### src/rtl/instr_sequencer_if.sv
// Sequencer <-> datapath/decoder bundle: IR and IN-port handshake in,
// phase flag and one-hot instruction strobes out.
interface instr_sequencer_if;
  logic [7:0] ir;
  logic       in_valid;
  logic       in_ack;
  logic       sm;
  logic       mova, movb, movc, movd;
  logic       add, sub, jmp, jg;
  logic       in1, out1, movi, halt;

  modport master (
    input  ir, in_valid,
    output in_ack, sm,
    output mova, movb, movc, movd, add, sub, jmp, jg, in1, out1, movi, halt
  );

  modport slave (
    output ir, in_valid,
    input  in_ack, sm,
    input  mova, movb, movc, movd, add, sub, jmp, jg, in1, out1, movi, halt
  );
endinterface

### src/rtl/instr_sequencer.sv
// Multi-cycle fetch/execute sequencer with IR decode, IN wait and halt.
// Optional single-step PAUSE state is enabled by defining INSTR_SEQ_STEP_EN.
module instr_sequencer #(
  parameter int unsigned ICNT_W = 16
) (
  input  logic              clk,
  input  logic              rst_n,
  input  logic              start,
`ifdef INSTR_SEQ_STEP_EN
  input  logic              step_mode,
  input  logic              step,
`endif
  instr_sequencer_if.master bus,
  output logic              busy,
  output logic [ICNT_W-1:0] icount
);

  typedef enum logic [2:0] {
    S_IDLE,
    S_FETCH,
    S_EXEC,
    S_WAIT_IN,
    S_HALTED
`ifdef INSTR_SEQ_STEP_EN
    , S_PAUSE
`endif
  } state_e;

  typedef enum logic [3:0] {
    OP_NOP  = 4'h0,
    OP_IN   = 4'h2,
    OP_OUT  = 4'h3,
    OP_MOVA = 4'h4,
    OP_MOVB = 4'h5,
    OP_MOVC = 4'h6,
    OP_MOVD = 4'h7,
    OP_ADD  = 4'h8,
    OP_SUB  = 4'h9,
    OP_MOVI = 4'hA,
    OP_JMP  = 4'hC,
    OP_JG   = 4'hD,
    OP_HALT = 4'hF
  } opcode_e;

  state_e            state_q, state_d;
  logic [ICNT_W-1:0] icount_q, icount_d;
  logic              sm_q, sm_d;
  logic              busy_q, busy_d;
  logic              retire;
  state_e            after_retire;
  logic [3:0]        opcode;

  logic s_mova, s_movb, s_movc, s_movd, s_add, s_sub;
  logic s_jmp, s_jg, s_in1, s_out1, s_movi, s_halt;

  assign opcode = bus.ir[7:4];

`ifdef INSTR_SEQ_STEP_EN
  assign after_retire = step_mode ? S_PAUSE : S_FETCH;
`else
  assign after_retire = S_FETCH;
`endif

  // Strobes are combinational so the decoder sees them in the EXEC cycle itself.
  always_comb begin
    s_mova = 1'b0; s_movb = 1'b0; s_movc = 1'b0; s_movd = 1'b0;
    s_add  = 1'b0; s_sub  = 1'b0; s_jmp  = 1'b0; s_jg   = 1'b0;
    s_in1  = 1'b0; s_out1 = 1'b0; s_movi = 1'b0; s_halt = 1'b0;
    case (state_q)
      S_EXEC: begin
        case (opcode)
          OP_IN:   s_in1  = bus.in_valid;
          OP_OUT:  s_out1 = 1'b1;
          OP_MOVA: s_mova = 1'b1;
          OP_MOVB: s_movb = 1'b1;
          OP_MOVC: s_movc = 1'b1;
          OP_MOVD: s_movd = 1'b1;
          OP_ADD:  s_add  = 1'b1;
          OP_SUB:  s_sub  = 1'b1;
          OP_MOVI: s_movi = 1'b1;
          OP_JMP:  s_jmp  = 1'b1;
          OP_JG:   s_jg   = 1'b1;
          OP_HALT: s_halt = 1'b1;
          default: ;
        endcase
      end
      S_WAIT_IN: s_in1  = bus.in_valid;
      S_HALTED:  s_halt = 1'b1;
      default:   ;
    endcase
  end

  always_comb begin
    state_d  = state_q;
    icount_d = icount_q;
    retire   = 1'b0;
    case (state_q)
      S_IDLE:  if (start) state_d = S_FETCH;
      S_FETCH: state_d = S_EXEC;
      S_EXEC: begin
        if ((opcode == OP_IN) && !bus.in_valid) begin
          state_d = S_WAIT_IN;
        end else if (opcode == OP_HALT) begin
          state_d = S_HALTED;
          retire  = 1'b1;
        end else begin
          state_d = after_retire;
          retire  = 1'b1;
        end
      end
      S_WAIT_IN: begin
        if (bus.in_valid) begin
          state_d = after_retire;
          retire  = 1'b1;
        end
      end
      S_HALTED: state_d = S_HALTED;
`ifdef INSTR_SEQ_STEP_EN
      S_PAUSE:  if (step) state_d = S_FETCH;
`endif
      default:  state_d = S_IDLE;
    endcase
    if (retire) icount_d = icount_q + ICNT_W'(1);
    // Phase and busy flags are registered, so derive them from the next state.
    sm_d   = (state_d == S_EXEC) || (state_d == S_WAIT_IN) || (state_d == S_HALTED);
    busy_d = (state_d == S_FETCH) || (state_d == S_EXEC) || (state_d == S_WAIT_IN);
  end

  always_ff @(posedge clk or negedge rst_n) begin
    if (!rst_n) begin
      state_q  <= S_IDLE;
      icount_q <= '0;
      sm_q     <= 1'b0;
      busy_q   <= 1'b0;
    end else begin
      state_q  <= state_d;
      icount_q <= icount_d;
      sm_q     <= sm_d;
      busy_q   <= busy_d;
    end
  end

  assign bus.sm     = sm_q;
  assign bus.mova   = s_mova;
  assign bus.movb   = s_movb;
  assign bus.movc   = s_movc;
  assign bus.movd   = s_movd;
  assign bus.add    = s_add;
  assign bus.sub    = s_sub;
  assign bus.jmp    = s_jmp;
  assign bus.jg     = s_jg;
  assign bus.in1    = s_in1;
  assign bus.out1   = s_out1;
  assign bus.movi   = s_movi;
  assign bus.halt   = s_halt;
  assign bus.in_ack = s_in1;
  assign busy       = busy_q;
  assign icount     = icount_q;

endmodule

### src/flat_wrapper.sv
// flat-port wrapper written by rule: the top's interface ports become plain ports
module instr_sequencer_flat 
#(
  parameter int unsigned ICNT_W = 16
)
  (clk, rst_n, start, busy, icount, bus_ir, bus_in_valid, bus_in_ack, bus_sm, bus_mova, bus_movb, bus_movc, bus_movd, bus_add, bus_sub, bus_jmp, bus_jg, bus_in1, bus_out1, bus_movi, bus_halt);
  instr_sequencer_if bus_i ();
  input  logic clk;
  input  logic rst_n;
  input  logic start;
  output logic busy;
  output logic [ICNT_W-1:0] icount;
  input wire logic [$bits(bus_i.ir)-1:0] bus_ir;
  input wire logic [$bits(bus_i.in_valid)-1:0] bus_in_valid;
  output wire logic [$bits(bus_i.in_ack)-1:0] bus_in_ack;
  output wire logic [$bits(bus_i.sm)-1:0] bus_sm;
  output wire logic [$bits(bus_i.mova)-1:0] bus_mova;
  output wire logic [$bits(bus_i.movb)-1:0] bus_movb;
  output wire logic [$bits(bus_i.movc)-1:0] bus_movc;
  output wire logic [$bits(bus_i.movd)-1:0] bus_movd;
  output wire logic [$bits(bus_i.add)-1:0] bus_add;
  output wire logic [$bits(bus_i.sub)-1:0] bus_sub;
  output wire logic [$bits(bus_i.jmp)-1:0] bus_jmp;
  output wire logic [$bits(bus_i.jg)-1:0] bus_jg;
  output wire logic [$bits(bus_i.in1)-1:0] bus_in1;
  output wire logic [$bits(bus_i.out1)-1:0] bus_out1;
  output wire logic [$bits(bus_i.movi)-1:0] bus_movi;
  output wire logic [$bits(bus_i.halt)-1:0] bus_halt;
  assign bus_i.ir = bus_ir;
  assign bus_i.in_valid = bus_in_valid;
  assign bus_in_ack = bus_i.in_ack;
  assign bus_sm = bus_i.sm;
  assign bus_mova = bus_i.mova;
  assign bus_movb = bus_i.movb;
  assign bus_movc = bus_i.movc;
  assign bus_movd = bus_i.movd;
  assign bus_add = bus_i.add;
  assign bus_sub = bus_i.sub;
  assign bus_jmp = bus_i.jmp;
  assign bus_jg = bus_i.jg;
  assign bus_in1 = bus_i.in1;
  assign bus_out1 = bus_i.out1;
  assign bus_movi = bus_i.movi;
  assign bus_halt = bus_i.halt;
  instr_sequencer #(.ICNT_W(ICNT_W)) u_core (.clk(clk), .rst_n(rst_n), .start(start), .bus(bus_i), .busy(busy), .icount(icount));
endmodule
### config.mk
export PLATFORM = sky130hd
export DESIGN_NAME = instr_sequencer_flat
export DESIGN_NICKNAME = d
export VERILOG_FILES = /design/src/rtl/instr_sequencer_if.sv /design/src/rtl/instr_sequencer.sv /design/src/flat_wrapper.sv
export SDC_FILE = /design/constraint.sdc
export NUM_CORES = 1
export LEC_CHECK = 0
export BUFFER_PORTS_ARGS = -buffer_cell sky130_fd_sc_hd__clkbuf_2
export CORE_ASPECT_RATIO = 0.8
export CORE_MARGIN = 2
export CORE_UTILIZATION = 31
export CTS_BUF_LIST = sky130_fd_sc_hd__clkbuf_8 sky130_fd_sc_hd__clkbuf_16
export DETAILED_ROUTE_END_ITERATION = 12
export PLACE_DENSITY = 0.63
export SLEW_MARGIN = 20
export SYNTH_ARGS = -nofsm -noshare
export SYNTH_HDL_FRONTEND = slang
export SYNTH_SLANG_ARGS = --single-unit
export TNS_END_PERCENT = 100
### constraint.sdc
create_clock -name clk -period 3.6 [get_ports clk]
set_input_delay 0.18 -clock clk [delete_from_list [all_inputs] [get_ports clk]]
set_output_delay 0.18 -clock clk [all_outputs]
set_load 0.01 [all_outputs]
==> results of run 1 <==
[layer usage]
layer	track usage [%]	share of wire, %	vias to the layer above
met2	20.2	48	24
li1	-	-	491
met1	15.7	47	469
met4	1.59	0.43	0
met5	0	0	-
met3	4.08	4.7	2
[cell families after synthesis]
logic type	Yosys count	synth area share [%]
AOI/OAI and AO/OA	11	6.98
xor gates and xnor gates	15	11.1
adders and majority gates	1	1.06
buffers and inverters	7	3.60
DFF	21	44.4
muxes	1	0.952
and+or+nand+nor	63	31.9
[Yosys cell counts (2+ instances only)]
library cell,n
xnor2_1,7
nor2b_1,2
buf_4,2
dfrtp_1,21
nand2_1,10
and4_1,2
xor2_1,8
nand2b_1,3
nand4_1,4
clkbuf_1,2
nor3_1,6
nand3_1,8
nor4_2,5
a21oi_1,3
nor2_1,13
nand3b_1,3
[power breakdown]
part	leakage, nW	internal (mW)	switching [mW]
logic	0.351	0.152	0.213
registers	0.243	0.311	0.105
clock network	0.0255	0.0771	0.0789
[repair_timing]
| action | 4_1_cts | 5_1_grt |
|---|---|---|
| gates resized for setup | 0 | 0 |
| endpoints found under the hold margin | 21 | 0 |
| setup buffers | 0 | 0 |
| hold buffers | 1 | 0 |
[registers in the layout (all words and copies together), names as in the netlist]
name and count:
u_core.busy 1, u_core.bus.sm 1, u_core.state_q 3, u_core.icount 16
[area by class of cell]
cell class,count,area (um^2)
inverters,1,3.75
repair buffers,39,200
well taps,44,55.1
multi-input cells,91,614
fillers,386,2280
clock buffers,3,41.3
clock inverters,1,5.00
flip-flops and latches,21,526
[path summary, 6_finish.rpt]
path                                   start                end  slack (ns)  cells past startpoint
max reg2reg                u_core.state_q[1]  u_core.icount[12]        1.92                      4
min reg2reg                u_core.icount[15]  u_core.icount[15]        0.47                      1
min                             bus_in_valid  u_core.state_q[1]        0.16                      2
max                        u_core.state_q[1]           bus_mova        1.54                      5
max in group asynchronous              rst_n  u_core.state_q[1]        2.83                      2
min in group asynchronous              rst_n  u_core.icount[15]        0.42                      2
[worst max-delay path: cells and delay by family (launching register included)]
kind	cells	cell delay (ns)
buf+inv	1	0.16
simple gates	4	0.96
flops	1	0.51
==> results.tsv, run 1 <==
stage	metric	value	unit
sta	Fmax	485	MHz
logic_synthesis	Area contributors post-synth	dfrtp_1, xor2_1, nor4_2	
logic_synthesis	FFs w/ async S/R, synth	100	%
logic_synthesis	number of synthesized register bits	21	
sta	Hold WS	0.158	ns
sta	slack of the critical path	1.54	ns
worst_setup_path	crit path kind	reg -> out	
flow_run	max-cap viol count	0	
placed_design	DP Worst Slack	1.84	ns
power_and_ir_drop	maximum vdd drop	0.000209	V
route	total wire length	2.56	mm
clock_tree	clk slew on worst S/H paths	0.08	ns
final_layout	Nets	170	
logic_synthesis	Post-Syn Area	0.00118	mm^2
worst_setup_path	Critical Path Sink Type	primary output	
sta	RSZ-0062 raised after global routing	no	
status	run status	finished clean	
worst_setup_path	worst-path cell chain	nand2b_1 -> nor2_1 -> nand3b_1 -> nor3_1 -> clkbuf_2	
sta	Hold Vio Cnt, Final	0	
placed_design	Inst Count DP	195	
worst_setup_path	CP max stage delay	0.51	ns
worst_setup_path	Setup crit start kind	register	
final_layout	share of layout cells above drive strength 1	32.7	%
clock_tree	Sink Count	21	
worst_setup_path	crit path max fanout	11	
sta	TNS Setup	0	ns
clock_tree	clock buffer count from CTS	3	
final_layout	n_diodes	0	
worst_setup_path	CP Data Required Time	3.42	ns
worst_setup_path	Crit-path slowest cell	dfrtp_1	
route	DR WL/cell	12.8	um
global_route	grt ovf	0	
route	via count	986	
logic_synthesis	ys flop type	dfrtp_1	
floorplanning	# IOs	43	
power_and_ir_drop	Final Power	937	uW
floorplanning	DIE WIDTH	73.1	um
global_route	initial antenna violation count	0	
route	post-DR vias/cell	4.93	
floorplanning	Initial Utilization	31.7	%
floorplanning	core area	0.00373	mm^2
final_layout	most frequent cells in the layout	clkbuf_2, dfrtp_1, nor2_1	
logic_synthesis	synthesized area per cell	9.94	um^2
clock_tree	# H-tree levels	1	
power_and_ir_drop	PwrDens	648	mW/mm^2
final_layout	Area growth, synth to finish	22.2	%
min_path	hold crit path type	in -> reg	
route	Antenna Violating Nets Remaining	0	
global_route	vias in the first global route	899	
clock_tree	root buf cell	clkbuf_8	
sta	fin crit share	57.2	%
clock_tree	Clock Tree Buf Depth	2	
final_layout	non-filler instance count after layout	200	
sta	worst-margin pin slew	0.516	ns
logic_synthesis	EDFF count, synth	0	
worst_setup_path	CP Data Arrival Time	1.88	ns
logic_synthesis	synthesized instance count	119	
sta	# setup viols final	0	
final_layout	design area	0.00145	mm^2
logic_synthesis	Seq/Total Area, Yosys	44.4	%
logic_synthesis	biggest area consumer among synthesized cells	dfrtp_1	
sta	slew margin rel.	65.6	%
logic_synthesis	Synthesized Nets	132	
route	DRC	0	
power_and_ir_drop	Leak	0.619	nW
placed_design	Final GP Congestion	0.786	
sta	final setup skew	0.00552	ns
final_layout	Core Util, Final	38.8	%
route	initial detailed-routing violation count	63	
logic_synthesis	Synth top area share	44.4	%
placed_design	Post-DP Area	0.00139	mm^2
placed_design	port buffer count	38	
global_route	largest net degree at the start of global routing	22	
global_route	first-pass GRT wire length	4.09	mm
floorplanning	Core Rows	20	
final_layout	leading cell type in the layout, fill and taps excluded	clkbuf_2	
floorplanning	die area	0.00433	mm^2
clock_tree	CTS tree	built	
sta	max-slew violation count	0	
floorplanning	Die H	59.2	um
sta	min Tclk post-route	2.06	ns
global_route	Total GRT Usage	12.1	%
route	drt pass-1 iters	4	
logic_synthesis	synth warn	0	
logic_synthesis	Synth cell types	36	
clock_tree	Worst-Skew Late Latency	0.26	ns
Note: power is estimated with default switching activity, not from simulation.
==> run 2: changes to the inputs <==
clock period = 2.1 ns   (was 3.6 ns; I/O delays follow)
==> results.tsv, run 2 (same netlist as run 1, synthesis figures left out) <==
stage	metric	value	unit	change
status	run status	finished clean		
min_path	hold crit path type	in -> reg		
sta	Hold Vio Cnt, Final	0		unchanged
floorplanning	Core Rows	20		unchanged
power_and_ir_drop	Switch Pwr	676	uW	+70%
sta	# setup viols final	0		unchanged
worst_setup_path	worst r2r src	u_core.icount[0]		
power_and_ir_drop	sw frac	41.9	%	-0.49 points
floorplanning	DIE WIDTH	73.1	um	unchanged
power_and_ir_drop	Reg power frac	44.0	%	-0.4 points
clock_tree	# H-tree levels	1		unchanged
worst_setup_path	Worst Setup EP	bus_mova		
worst_setup_path	CP Launch Point	u_core.state_q[1]		
power_and_ir_drop	PwrDens	1110	mW/mm^2	+71%
power_and_ir_drop	Leak	0.625	nW	+0.98%
clock_tree	Post-CTS Setup Inserts	0		unchanged
sta	TNS Setup	0	ns	unchanged
floorplanning	Die H	59.2	um	unchanged
clock_tree	clock buffer count from CTS	3		unchanged
clock_tree	Clock Tree Buf Depth	2		unchanged
power_and_ir_drop	Clk pwr share	16.3	%	-0.4 points
route	Antenna Violating Nets Remaining	0		unchanged
final_layout	share of layout cells above drive strength 1	32.5	%	-0.21 points
worst_setup_path	CP Data Arrival Time	1.67	ns	-0.21 ns
global_route	largest net degree at the start of global routing	22		unchanged
worst_setup_path	crit path kind	reg -> out		
worst_setup_path	reg-to-reg critical path endpoint	u_core.icount[12]		
sta	final setup skew	0.000717	ns	-0.00480 ns
sta	min Tclk post-route	1.77	ns	
worst_setup_path	Critical Path Sink Type	primary output		
floorplanning	Initial Utilization	31.7	%	unchanged
floorplanning	die area	0.00433	mm^2	unchanged
route	DRC	0		unchanged
route	via count	997		+1.1%
route	drt pass-1 iters	4		unchanged
route	initial detailed-routing violation count	42		-33%
final_layout	Area growth, synth to finish	22.8	%	
final_layout	most frequent cells in the layout	clkbuf_2, dfrtp_1, nor2_1		
sta	slew margin rel.	65.3	%	-0.27 points
clock_tree	CTS tree	built		
worst_setup_path	crit path max fanout	11		unchanged
sta	Fmax	564	MHz	
sta	RSZ-0062 raised after global routing	no		
final_layout	max reg flops	16		unchanged
final_layout	design area	0.00145	mm^2	+0.43%
worst_setup_path	worst-path cell chain	nand2b_1 -> nor2_1 -> nand3b_1 -> nor3_1 -> clkbuf_2		
clock_tree	root buf cell	clkbuf_8		
worst_setup_path	R2R Setup Slk	0.54	ns	-1.38 ns
placed_design	Final GP Congestion	0.770		-2.0%
floorplanning	core area	0.00373	mm^2	unchanged
sta	worst-margin pin slew	0.520	ns	+0.00412 ns
final_layout	Fillers	380		-1.6%
placed_design	hpwl dp	1.99	mm	
global_route	grt ovf	0		unchanged
floorplanning	# IOs	43		unchanged
global_route	vias in the first global route	958		+6.6%
final_layout	leading cell type in the layout, fill and taps excluded	clkbuf_2		
flow_run	max-cap viol count	0		unchanged
clock_tree	clk slew on worst S/H paths	0.08	ns	about the same
placed_design	Post-DP Area	0.00140	mm^2	+0.54%
final_layout	n_diodes	0		unchanged
worst_setup_path	Setup crit start kind	register		
worst_setup_path	worst reg2reg path depth	5		+1
worst_setup_path	Crit-path slowest cell	dfrtp_1		
global_route	first-pass GRT wire length	4.26	mm	+4.2%
route	total wire length	2.58	mm	+0.78%
final_layout	Nets	171		+0.59%
sta	fin crit share	84.4	%	
worst_setup_path	CP Data Required Time	2.00	ns	-1.42 ns
route	DR WL/cell	12.8	um	+0.28%
sta	max-slew violation count	0		unchanged
power_and_ir_drop	internal power	936	uW	+74%
global_route	Total GRT Usage	12.6	%	+0.50 points
power_and_ir_drop	Logic pwr share	39.6	%	+0.6 points
global_route	initial antenna violation count	0		unchanged
clock_tree	Worst-Skew Late Latency	0.26	ns	about the same
route	post-DR vias/cell	4.96		+0.61%
worst_setup_path	CP max stage delay	0.51	ns	about the same
power_and_ir_drop	maximum vdd drop	0.000300	V	+43%
clock_tree	Sink Count	21		unchanged
placed_design	port buffer count	38		unchanged
==> run 2: cell types whose count changed in the layout (fill, tap and decap cells not counted), sizes merged <==
cell and change:
buf +1, inv +1, clkinv -1
==> run 2: worst min path at each step <==
stage,startpoint,to,cells after the start
2_1_floorplan,rst_n,u_core.bus.sm,0
3_3_place_gp,rst_n,u_core.icount[12],1
3_5_place_dp,rst_n,u_core.icount[15],1
4_1_cts,bus_in_valid,u_core.state_q[1],2
5_1_grt,bus_in_valid,u_core.state_q[1],2
6_report,bus_in_valid,u_core.state_q[1],2
==> run 2: layer usage <==
metal / wire length (um) / vias up / GRT usage [%]
met5: 0 / - / 0
met4: 12 / 0 / 2.65
met3: 152 / 2 / 4.76
met2: 1190 / 24 / 21.1
met1: 1220 / 474 / 15.5
li1: - / 497 / -
==> run 2: critical path: cells and delay by family, from the launching register on <==
| family | cells | cell delay (ns) |
|---|---|---|
| simple gates | 4 | 0.74 |
| flops | 1 | 0.51 |
| buf+inv | 1 | 0.16 |
==> run 2: power by group through the flow <==
| stage | Combinational [mW] | Sequential [mW] | Clock, mW |
|---|---|---|---|
| final | 0.639 | 0.710 | 0.263 |
| after global routing | 0.715 | 0.738 | 0.282 |
| after CTS | 0.648 | 0.711 | 0.271 |
| after detailed placement | 0.644 | 0.717 | 0 |
| after global placement | 0.623 | 0.710 | 0 |
| after floorplan | 0.443 | 0.704 | 0 |
==> run 2: final cells by class <==
class | count | area (um^2) | area share (%)
tap | 44 | 55.1 | 3.79
timing repair buffer | 40 | 208 | 14.3
multi-input combinational | 91 | 614 | 42.3
clock inverter | 1 | 3.75 | 0.259
sequential | 21 | 526 | 36.2
inverter | 1 | 3.75 | 0.259
clock buffer | 3 | 41.3 | 2.84
==> run 2: per-stage QoR <==
step	instances	util [%]	total power [mW]	hold slack [ns]	setup slack, ns
after global placement	196	37.4	1.33	0.0945	0.534
final	201	38.9	1.61	0.0894	0.327
after global routing	201	38.9	1.73	0.102	0.192
after detailed placement	196	37.4	1.36	0.110	0.524
after floorplan	119	-	1.15	-0.191	0.635
after CTS	201	38.9	1.63	0.0769	0.331
==> run 2: what timing repair did <==
action / in CTS / in global routing
resized for setup: 0 / 0
hold buffers: 1 / 0
setup endpoints to repair: 0 / 0
hold endpoints to repair: 21 / 0
